**src/rtl/uart_fifo_v2.sv**
```systemverilog
// uart_fifo_v2: parametrised show-ahead byte FIFO for the UART TX/RX paths.
// Supports any depth >= 2 with full FIFO_SIZE occupancy, programmable
// almost-full/almost-empty watermarks and, when UART_FIFO_ERR_FLAGS_EN is
// defined, sticky overflow/underflow flags cleared by err_clear or sync_reset.
module uart_fifo_v2 #(
    parameter int unsigned FIFO_SIZE = 4,
    parameter int unsigned WIDTH     = 8,
    localparam int unsigned CNT_W    = $clog2(FIFO_SIZE + 1)
) (
    input  logic             clk,
    input  logic             reset_n,
    input  logic             sync_reset,
    input  logic             fifo_write,
    input  logic [WIDTH-1:0] fifo_data_in,
    input  logic             fifo_read,
    output logic [WIDTH-1:0] fifo_top_data_out,
    output logic             fifo_not_empty,
    output logic             fifo_full,
    output logic [CNT_W-1:0] fifo_count,
    input  logic [CNT_W-1:0] afull_level,
    input  logic [CNT_W-1:0] aempty_level,
    output logic             fifo_almost_full,
    output logic             fifo_almost_empty,
    input  logic             err_clear,
    output logic             fifo_overflow,
    output logic             fifo_underflow
);

    localparam int unsigned PTR_W = (FIFO_SIZE > 1) ? $clog2(FIFO_SIZE) : 1;
    localparam logic [PTR_W-1:0] PTR_LAST = PTR_W'(FIFO_SIZE - 1);
    localparam logic [CNT_W-1:0] CNT_FULL = CNT_W'(FIFO_SIZE);

    logic [WIDTH-1:0] mem_q [FIFO_SIZE];

    logic [PTR_W-1:0] wr_ptr_q, wr_ptr_d;
    logic [PTR_W-1:0] rd_ptr_q, rd_ptr_d;
    logic [CNT_W-1:0] count_q, count_d;
    logic             rd_ok_c, wr_ok_c;

    // Wrap at FIFO_SIZE-1 by compare so non-power-of-2 depths work.
    function automatic logic [PTR_W-1:0] ptr_next(input logic [PTR_W-1:0] p);
        return (p == PTR_LAST) ? '0 : p + PTR_W'(1);
    endfunction

    // Acceptance and next-state for pointers and occupancy.
    always_comb begin
        rd_ok_c  = fifo_read & (count_q != '0);
        wr_ok_c  = fifo_write & ((count_q != CNT_FULL) | rd_ok_c);
        wr_ptr_d = wr_ptr_q;
        rd_ptr_d = rd_ptr_q;
        count_d  = count_q;
        if (sync_reset) begin
            wr_ptr_d = '0;
            rd_ptr_d = '0;
            count_d  = '0;
        end else begin
            if (wr_ok_c) wr_ptr_d = ptr_next(wr_ptr_q);
            if (rd_ok_c) rd_ptr_d = ptr_next(rd_ptr_q);
            case ({wr_ok_c, rd_ok_c})
                2'b10:   count_d = count_q + CNT_W'(1);
                2'b01:   count_d = count_q - CNT_W'(1);
                default: count_d = count_q;
            endcase
        end
    end

`ifdef UART_FIFO_ERR_FLAGS_EN
    logic ovf_q, ovf_d;
    logic unf_q, unf_d;

    // Sticky error flags; a new event in the same cycle as err_clear wins.
    always_comb begin
        ovf_d = err_clear ? 1'b0 : ovf_q;
        unf_d = err_clear ? 1'b0 : unf_q;
        if (fifo_write & ~wr_ok_c) ovf_d = 1'b1;
        if (fifo_read & ~rd_ok_c)  unf_d = 1'b1;
        if (sync_reset) begin
            ovf_d = 1'b0;
            unf_d = 1'b0;
        end
    end

    assign fifo_overflow  = ovf_q;
    assign fifo_underflow = unf_q;
`else
    logic unused_err_clear;
    assign unused_err_clear = err_clear;
    assign fifo_overflow    = 1'b0;
    assign fifo_underflow   = 1'b0;
`endif

    // Pointer, count and error-flag registers.
    always_ff @(posedge clk or negedge reset_n) begin
        if (!reset_n) begin
            wr_ptr_q <= '0;
            rd_ptr_q <= '0;
            count_q  <= '0;
`ifdef UART_FIFO_ERR_FLAGS_EN
            ovf_q    <= 1'b0;
            unf_q    <= 1'b0;
`endif
        end else begin
            wr_ptr_q <= wr_ptr_d;
            rd_ptr_q <= rd_ptr_d;
            count_q  <= count_d;
`ifdef UART_FIFO_ERR_FLAGS_EN
            ovf_q    <= ovf_d;
            unf_q    <= unf_d;
`endif
        end
    end

    // Storage is not reset; only accepted writes touch an entry.
    always_ff @(posedge clk) begin
        if (wr_ok_c && !sync_reset) mem_q[wr_ptr_q] <= fifo_data_in;
    end

    // Show-ahead head and count-derived flags.
    assign fifo_top_data_out = mem_q[rd_ptr_q];
    assign fifo_count        = count_q;
    assign fifo_not_empty    = (count_q != '0);
    assign fifo_full         = (count_q == CNT_FULL);
    assign fifo_almost_full  = (count_q >= afull_level);
    assign fifo_almost_empty = (count_q <= aempty_level);

endmodule

```
**config.mk**
```make
export PLATFORM = sky130hd
export DESIGN_NAME = uart_fifo_v2
export DESIGN_NICKNAME = d
export VERILOG_FILES = /design/src/rtl/uart_fifo_v2.sv
export SDC_FILE = /design/constraint.sdc
export NUM_CORES = 1
export LEC_CHECK = 0
export CAP_MARGIN = 20
export CELL_PAD_IN_SITES_DETAIL_PLACEMENT = 1
export CELL_PAD_IN_SITES_GLOBAL_PLACEMENT = 1
export CORE_MARGIN = 10
export CORE_UTILIZATION = 45
export CTS_CLUSTER_DIAMETER = 50
export DETAILED_ROUTE_END_ITERATION = 10
export HOLD_SLACK_MARGIN = 0.15
export PLACE_DENSITY_LB_ADDON = 0.15
export SLEW_MARGIN = 20
export SYNTH_ARGS = -nofsm -noshare
export SYNTH_HDL_FRONTEND = slang
export SYNTH_SLANG_ARGS = --single-unit
```
**constraint.sdc**
```tcl
create_clock -name clk -period 5.87 [get_ports clk]
set_input_delay 0.8805 -clock clk [delete_from_list [all_inputs] [get_ports clk]]
set_output_delay 0.8805 -clock clk [all_outputs]
set_load 0.05 [all_outputs]
```
# --- After elaboration in Yosys (flattened, before gate mapping) ---
# Memory sizes are Yosys's and may differ from the RTL's.
# Index checks and enable logic that the tools add are counted.
# Widths: inputs -> output; s select.
totals:
  regBits: 7
  ramBits: 32
  in_bits: 20
  elab_cells: 35
  memories: 1
mem_list:
  columns: ["memory", "depth", "word_bits", "rd", "rd_ports_with_merged_regs", "wr", "line_no", "rtl"]
  rows:
  - ["mem_q", 4, 8, 1, 0, 1, "33", "logic [WIDTH-1:0] mem_q [FIFO_SIZE];"]
classes:
  addsub: 4
  magnitude_cmp: 2
  eq_ne: 6
  n_mux: 10
  n_bitwise: 3
  reduce_logical: 6
op_table:
  columns: ["op", "count"]
  rows:
  - ["$mux 2", 6]
  - ["$eq 2x2->1 const B", 3]
  - ["$pmux 3 s2", 1]
  - ["$reduce_bool 3->1", 2]
  - ["$add 2x1->2 const B", 2]
  - ["$reduce_bool 2->1", 2]
  - ["$add 3x1->3 const B", 1]
  - ["$eq 3x3->1 const B", 1]
  - ["$ge 3x3->1", 1]
  - ["$le 3x3->1", 1]
  - ["$mux 3", 1]
  - ["$ne 3x3->1 const B", 1]
  - ["$sub 3x1->3 const B", 1]
  - ["$and 1x1->1", 2]
  - ["$eq 2x1->1 const B", 1]
  - ["$mux 1", 2]
  - ["$logic_and 1x1->1", 1]
  - ["$logic_not 1->1", 1]
  - ["$or 1x1->1", 1]

# --- Logic depth before layout (Yosys ltp) ---
# Gate-level depths: netlist of run 1.
depth:
  ltp_word: 7
  depth_mapped: 8

# --- Worst setup path before layout of run 1 ---
# No wires, ideal clock.
synth_path:
  kind: "input port to output port"
  start: "in aempty_level[1]"
  end: "out fifo_almost_empty"
  arrival_ns: 2.538
  path_slack_ns: 2.452
  stages: 5
  n_path_buf: 0
  path_cell_list: "inv_1 ha_1 nor2b_1 o21a_1 o21ai_0"
synth_via:
  elab_chain_cells: 1
synth_lines:
  columns: ["element", "line_no", "rtl"]
  rows:
  - ["start, declared", "21", "input logic [CNT_W-1:0] aempty_level,"]
  - ["$le 3x3->1", "124", "assign fifo_almost_empty = (count_q <= aempty_level);"]
  - ["end, declared", "23", "output logic fifo_almost_empty,"]
# Every way passes these cells.

# --- Worst setup path in the final report of run 1 ---
# Same ends and word-level chain as after synthesis.

==> metrics.md, run 1 <==
| Metric | Value |
|---|---|
| Quantity of gates resized following cts | `0` |
| TritonCTS clock tree | `yes` |
| Gr ovfl total | `0` |
| Final hold viol count | `0` |
| Count leader, synth | `edfxtp_1` |
| Pre-Repair DR Iteration Count | `3` |
| Largest net degree at the start of global routing | `14` |
| Synth top cells by count | `32 x edfxtp_1, 10 x ha_1, 8 x inv_1, 8 x mux4_2, 7 x dfrtp_1` |
| Placed Area | `around 2200 sq um` |
| VDD IR max | `between 0.15 and 0.2 mV` |
| CP max stage cell | `clkdlybuf4s50_1` |
| Yosys warns | `0` |
| Clock sinks | `39` |
| Share of cells above drive strength 1 | `0.106` |
| Buffers on Ports | `33` |
| Final slew viol count | `0` |
| Vias | `1121` |
| Critical Path RT | `4.99 ns` |
| Iter 0 DRT Violations | `30` |
| Rel. slew slack | `0.607` |
| Area of the multi-input gates | `656 sq um` |
| Area Growth Syn to Fin | `24.2%` |
| Post-synth EDFFs | `32` |
| Asr flop ratio synth | `0.179` |
| Final Skew | `0.0100 ns` |
| Hpwl dp | `3030 um` |
| Setup TNS Final | `0 ns` |
| Site Rows | `23` |
| Post-Synthesis Cell Area | `~1900 sq um` |
| Starting Density | `0.468` |
| Critical path class | `primary input to output port` |
| I/O pin count | `37` |
| Post-route core utilization | `0.582` |
| Final nets | `roughly 190` |
| CP max stage delay | `~0.84 ns` |
| Area contributors post-synth | `edfxtp_1 51%, mux4_2 9.6%, dfrtp_1 9.4%, ha_1 6.7%, and2_1 1.7%` |
| Final worst-path cycle share | `0.649` |
| Crit path cell chain | `clkdlybuf4s50_1 > inv_1 > ha_1 > nor2b_1 > o21a_1 > o21ai_0 > clkdlybuf4s50_1` |
| Core area | `4000 sq um` |
| Clock transition at path regs | `0.08 ns` |
| Crit end category | `output port` |
| Share of the yosys chip area belonging to registers | `0.607` |
| Remaining DRCs | `0` |
| Register area | `~1100 sq um` |
| Die area | `7140 sq um` |
| N_diodes | `0` |
| Static leakage | `0.000856 uW` |
| Max Cap Viol | `0` |
| H-tree Lvls | `2` |
| Filler Cell Count | `~400` |
| Routed Antenna Nets | `0` |
| WL final | `3940 um` |
| RSZ-0062 raised after global routing | `no` |
| Clock Latency Late Sink | `just under 0.3 ns` |
| Critical Path Start Type | `primary input` |
| Largest area contributor in the netlist | `edfxtp_1` |
| Hold buffers post-CTS | `0` |
| CP dominant cell by count | `clkdlybuf4s50_1` |
| Design Power | `725 uW` |
| Area share of the largest cell type after synthesis | `0.513` |
| Cell count after placement | `203` |
| Clock buffer depth | `2` |
| CP Max Fanout | `2` |
| #FFs+latches synth | `39` |
| R2R setup slack | `3.45 ns` |
| Initial antenna violation count | `0` |
| TritonCTS Buffers | `5` |
| HP Class | `flip-flop to flip-flop` |
| Post-synthesis cell count | `127` |
| Root Buffer | `clkbuf_8` |
| First-pass GRT wire length | `6500 um` |
| Postcts setup bufs | `0` |
| CP arrival | `between 2 and 3 ns` |
| RePlAce Congestion | `0.752` |
| Syn_area_per_cell | `approximately 15 sq um` |
| Design Area, Final | `2330 sq um` |
| Routed len/inst | `approximately 19 um` |
| Slew @ Worst Pin | `0.589 ns` |
| GRT Util Overall | `0.114` |
| Die Y | `about 85 um` |
| Top FF cell, synth | `edfxtp_1` |
| Die X | `84.5 um` |
| Tmin final | `3.81 ns` |
| Vias in the first global route | `1252` |
| Post-route insts no fill | `between 200 and 250` |
| Vias per inst | `5.31` |
| Pwr dens | `approximately 310 nW/um^2` |
| Distinct cells, synth | `36` |
| Outcome | `complete, no violations` |
| Setup violators final | `0` |
| Max frequency | `0.262 GHz` |
## routing by layer
layer  GRT usage  vias to the layer above  share of wire
met2       0.205                       20           0.54
met1       0.122                      564           0.40
met4      0.0449                        0          0.012
met3      0.0357                        5          0.045
met5           0                        -              0
li1            -                      532              -
## final cells by class
| cell class | instances | share of cell area |
|---|---|---|
| clock inverter | 3 | 0.0188 |
| multi-input combinational | 73 | 0.282 |
| inverter | 8 | 0.0129 |
| sequential | 39 | 0.488 |
| tap | 50 | 0.0269 |
| clock buffer | 5 | 0.0296 |
| timing repair buffer | 33 | 0.142 |
## stage by stage
step | hold WS [ns] | setup WS, ns
2_1_floorplan | 0.542 | 2.45
3_3_place_gp | 0.574 | 2.07
3_5_place_dp | 0.592 | 2.04
4_1_cts | 0.607 | 2.05
5_1_grt | 0.667 | 1.98
6_report | 0.603 | 2.06
## final timing paths
path                                 startpoint  cells past startpoint           endpoint
worst max-delay path            aempty_level[1]                      7  fifo_almost_empty
min in group asynchronous               reset_n                      1        wr_ptr_q[0]
worst max register to register    fifo_count[1]                      6      fifo_count[2]
worst min register to register      wr_ptr_q[0]                      2        wr_ptr_q[0]
max in group asynchronous               reset_n                      1      fifo_count[1]
worst min-delay path                wr_ptr_q[0]                      2        wr_ptr_q[0]
## registers in the layout, summed over array words and instances, names as in the netlist
register,count
wr_ptr_q,2
fifo_count,3
rd_ptr_q,2
mem_q,32
## where the power goes
part	internal [uW]	switching (uW)
sequential	311	18.7
combinational	72.8	104
clock	126	91.9
total	510	215
## worst max-delay path: cells and delay by family
kind	cells	cell delay, ns
AO/OA/AOI/OAI	2	0.30
AND/OR/NAND/NOR	1	0.14
adder cells (fa/ha/maj)	1	0.28
buffers and inverters	3	1.33
## cell families after synthesis
kind of cell	Yosys count	share of synthesized area
buffers and inverters	16	0.0454
muxes	9	0.102
other	1	0.00200
adders and majority gates	11	0.0775
AOI/OAI and AO/OA	16	0.0574
and+or+nand+nor	31	0.0909
DFF	39	0.607
xor gates and xnor gates	4	0.0187
## placed cells by master, fill, tap and decap left out, drive strengths merged
cell type | synthesis | layout
nand2b | 2 | 2
clkdlybuf4s50 | 0 | 33
edfxtp | 32 | 32
dfrtp | 7 | 7
nor2 | 6 | 6
xnor2 | 2 | 2
nor3b | 1 | 1
clkinv | 0 | 2
a211oi | 1 | 1
o21ai | 4 | 4
a221oi | 1 | 1
mux4 | 8 | 8
o221ai | 1 | 1
o21a | 2 | 2
ha | 10 | 10
o22ai | 1 | 1
nand3 | 2 | 2
and3 | 1 | 1
bufinv | 0 | 1
and2 | 5 | 5
a32oi | 1 | 1
nor2b | 2 | 2
or3 | 3 | 3
clkbuf | 0 | 5
inv | 8 | 8
xor2 | 2 | 2
nor4b | 1 | 1
a21oi | 2 | 2
conb | 1 | 2
mux2i | 1 | 1
fa | 1 | 1
nor3 | 2 | 2
a21o | 3 | 3
nand2 | 6 | 6
(Power assumes the default switching activity.)
==> run 2, diff against run 1 <==
- CORE_UTILIZATION: 45 -> 42
- clock period: 5.87 -> 3.6 ns (I/O delays scaled with it)
==> run 2 against run 1 <==
  * Clock-buffer cell count grew 1
  * Non-clock buffer count is the same
  * Sequential cell count is the same
  * Critical path depth is the same
  * Final cell count grew 0.95%
  * Die area grew 5.4%
  * Via count shrank 1.5%
  * Combinational power grew 61%
  * First-iteration DRC count grew 110%
  * Worst hold slack lost 0.080 ns
  * Critical path type unchanged
  * Critical endpoint unchanged
  * Largest cell class unchanged
  * Largest power group unchanged
==> metrics.md, run 2 (synthesis results as in run 1) <==
| Metric | Value |
|---|---|
| Most common cell after layout, fill and taps aside | `clkdlybuf4s50_1` |
| Outcome | `complete, no violations` |
| Routed Antenna Nets | `0 (unchanged)` |
| Clock transition at path regs | `0.07 ns (about the same)` |
| Largest net degree at the start of global routing | `13 (-1)` |
| R2R setup slack | `1.24 ns (-2.21 ns)` |
| Vias per inst | `5.18 (-2.4%)` |
| Slew @ Worst Pin | `0.612 ns (+0.0231 ns)` |
| Largest register FFs | `32 (unchanged)` |
| GRT met3 Usage | `0.0375 (+0.00177)` |
| Hold buffers post-CTS | `0 (unchanged)` |
| CP arrival | `2.60 ns (-0.33 ns)` |
| Share of cells above drive strength 1 | `0.0870 (-0.0186)` |
| Gr ovfl total | `0 (unchanged)` |
| GRT Util Overall | `0.0997 (-0.0148)` |
| Initial antenna violation count | `0 (unchanged)` |
| Critical Path RT | `3.06 ns (-1.93 ns)` |
| N_diodes | `0 (unchanged)` |
| CP Max Fanout | `2 (unchanged)` |
| Final Skew | `0.00403 ns (-0.00599 ns)` |
| Vias | `1104 (-1.5%)` |
| Root Buffer | `clkbuf_8` |
| Design Area, Final | `2300 sq um (-1.3%)` |
| Setup violators final | `0 (unchanged)` |
| Tmin final | `about 3.1 ns` |
| Clock buffer depth | `2 (unchanged)` |
| Routed len/inst | `17.8 um (-4.8%)` |
| Area of the multi-input gates | `656 sq um (unchanged)` |
| Placed Area | `2220 sq um (+0.11%)` |
| Site Rows | `24 (+4.3%)` |
| Final nets | `191 (unchanged)` |
| Static leakage | `0.000838 uW (-2.1%)` |
| RSZ-0062 raised after global routing | `no` |
| Die X | `86.8 um (+2.7%)` |
| VDD IR max | `0.174 mV (+1.9%)` |
| RePlAce Congestion | `0.715 (-4.9%)` |
| Die area | `7530 sq um (+5.4%)` |
| I/O pin count | `37 (unchanged)` |
| Core area | `4320 sq um (+8.1%)` |
| Pre-Repair DR Iteration Count | `4 (+1)` |
| Final worst-path cycle share | `0.872` |
| Rel. slew slack | `0.592 (-0.0154)` |
| Hpwl dp | `2880 um (-5.0%)` |
| Met2 Use GR | `0.163 (-0.0413)` |
| Starting Density | `0.433 (-0.0351)` |
| First-pass GRT wire length | `5880 um (-9.6%)` |
| Iter 0 DRT Violations | `64 (+110%)` |
| Clock Latency Late Sink | `0.28 ns (about the same)` |
| Buffers on Ports | `33 (unchanged)` |
| Register area | `1140 sq um (unchanged)` |
| Area Growth Syn to Fin | `22.6%` |
| Remaining DRCs | `0 (unchanged)` |
| Postcts setup bufs | `0 (unchanged)` |
| Critical path class | `primary input to output port` |
| Final hold viol count | `0 (unchanged)` |
| Largest Register | `mem_q` |
| Met1 Usage GRT | `0.118 (-0.00413)` |
| Max Cap Viol | `0 (unchanged)` |
| Pwr dens | `475 nW/um^2 (+53%)` |
| Filler Cell Count | `427 (+9.5%)` |
| Critical Path Start Type | `primary input` |
| Setup TNS Final | `0 ns (unchanged)` |
| H-tree Lvls | `2 (unchanged)` |
| Crit end category | `output port` |
| Die Y | `86.8 um (+2.7%)` |
| Layer with the highest usage | `met2` |
| Quantity of gates resized following cts | `0 (unchanged)` |
| Final slew viol count | `0 (unchanged)` |
| Commonest cells after routing, fill and taps aside | `33 x clkdlybuf4s50_1, 32 x edfxtp_1, 10 x ha_1` |
| Clock sinks | `39 (unchanged)` |
| Max frequency | `0.319 GHz` |
| Vias in the first global route | `1182 (-5.6%)` |
| TritonCTS clock tree | `yes` |
| WL final | `3790 um (-3.9%)` |
| HP Class | `primary input to asynchronous set/reset pin` |
| TritonCTS Buffers | `5 (unchanged)` |
run 2: changes by cell type in the layout (fill, tap and decap cells not counted):
cell       previous run  this run
clkinv_1              0         2
bufinv_16             1         0
clkbuf_1              0         1
clkinv_2              1         0
clkinv_4              1         0
run 2: critical path, stage by stage:
cell and delay (ns):
clkdlybuf4s50_1 0.45, inv_1 0.04, ha_1 0.28, nor2b_1 0.14
o21a_1 0.16, o21ai_0 0.16, clkdlybuf4s50_1 0.83
run 2: layout make-up:
cell class / instances / share of cell area
tap: 52 / 0.0283
multi-input combinational: 73 / 0.285
clock buffer: 6 / 0.0316
timing repair buffer: 33 / 0.144
inverter: 8 / 0.0131
clock inverter: 2 / 0.00327
sequential: 39 / 0.495
run 2: final timing paths:
kind	from	endpoint	cells past startpoint
worst max-delay path	aempty_level[1]	fifo_almost_empty	7
worst min-delay path	reset_n	fifo_count[2]	1
worst max register to register	fifo_count[1]	fifo_count[2]	6
worst min register to register	wr_ptr_q[1]	wr_ptr_q[1]	2
max in group asynchronous	reset_n	fifo_count[1]	1
min in group clk	wr_ptr_q[1]	wr_ptr_q[1]	2
run 2: report_power, final:
group / leakage [uW] / internal [uW] / switching (uW)
clock network: 0.0000403 / 132 / 137
registers: 0.000385 / 507 / 29.8
logic: 0.000413 / 119 / 167
run 2: metal layers:
layer | up-vias | share of wire
met2 | 24 | 0.50
met4 | 0 | 0.0077
met3 | 4 | 0.042
met1 | 544 | 0.45
li1 | 532 | -
met5 | - | 0
run 2: stage by stage:
step	setup slack (ns)	power, uW	std cells	hold slack (ns)	util
2_1_floorplan	0.561	739	128	0.244	-
3_3_place_gp	0.509	825	205	0.570	0.513
4_1_cts	0.434	1110	213	0.526	0.531
3_5_place_dp	0.446	838	205	0.590	0.513
6_report	0.462	1090	213	0.523	0.531
5_1_grt	0.364	1150	213	0.529	0.531
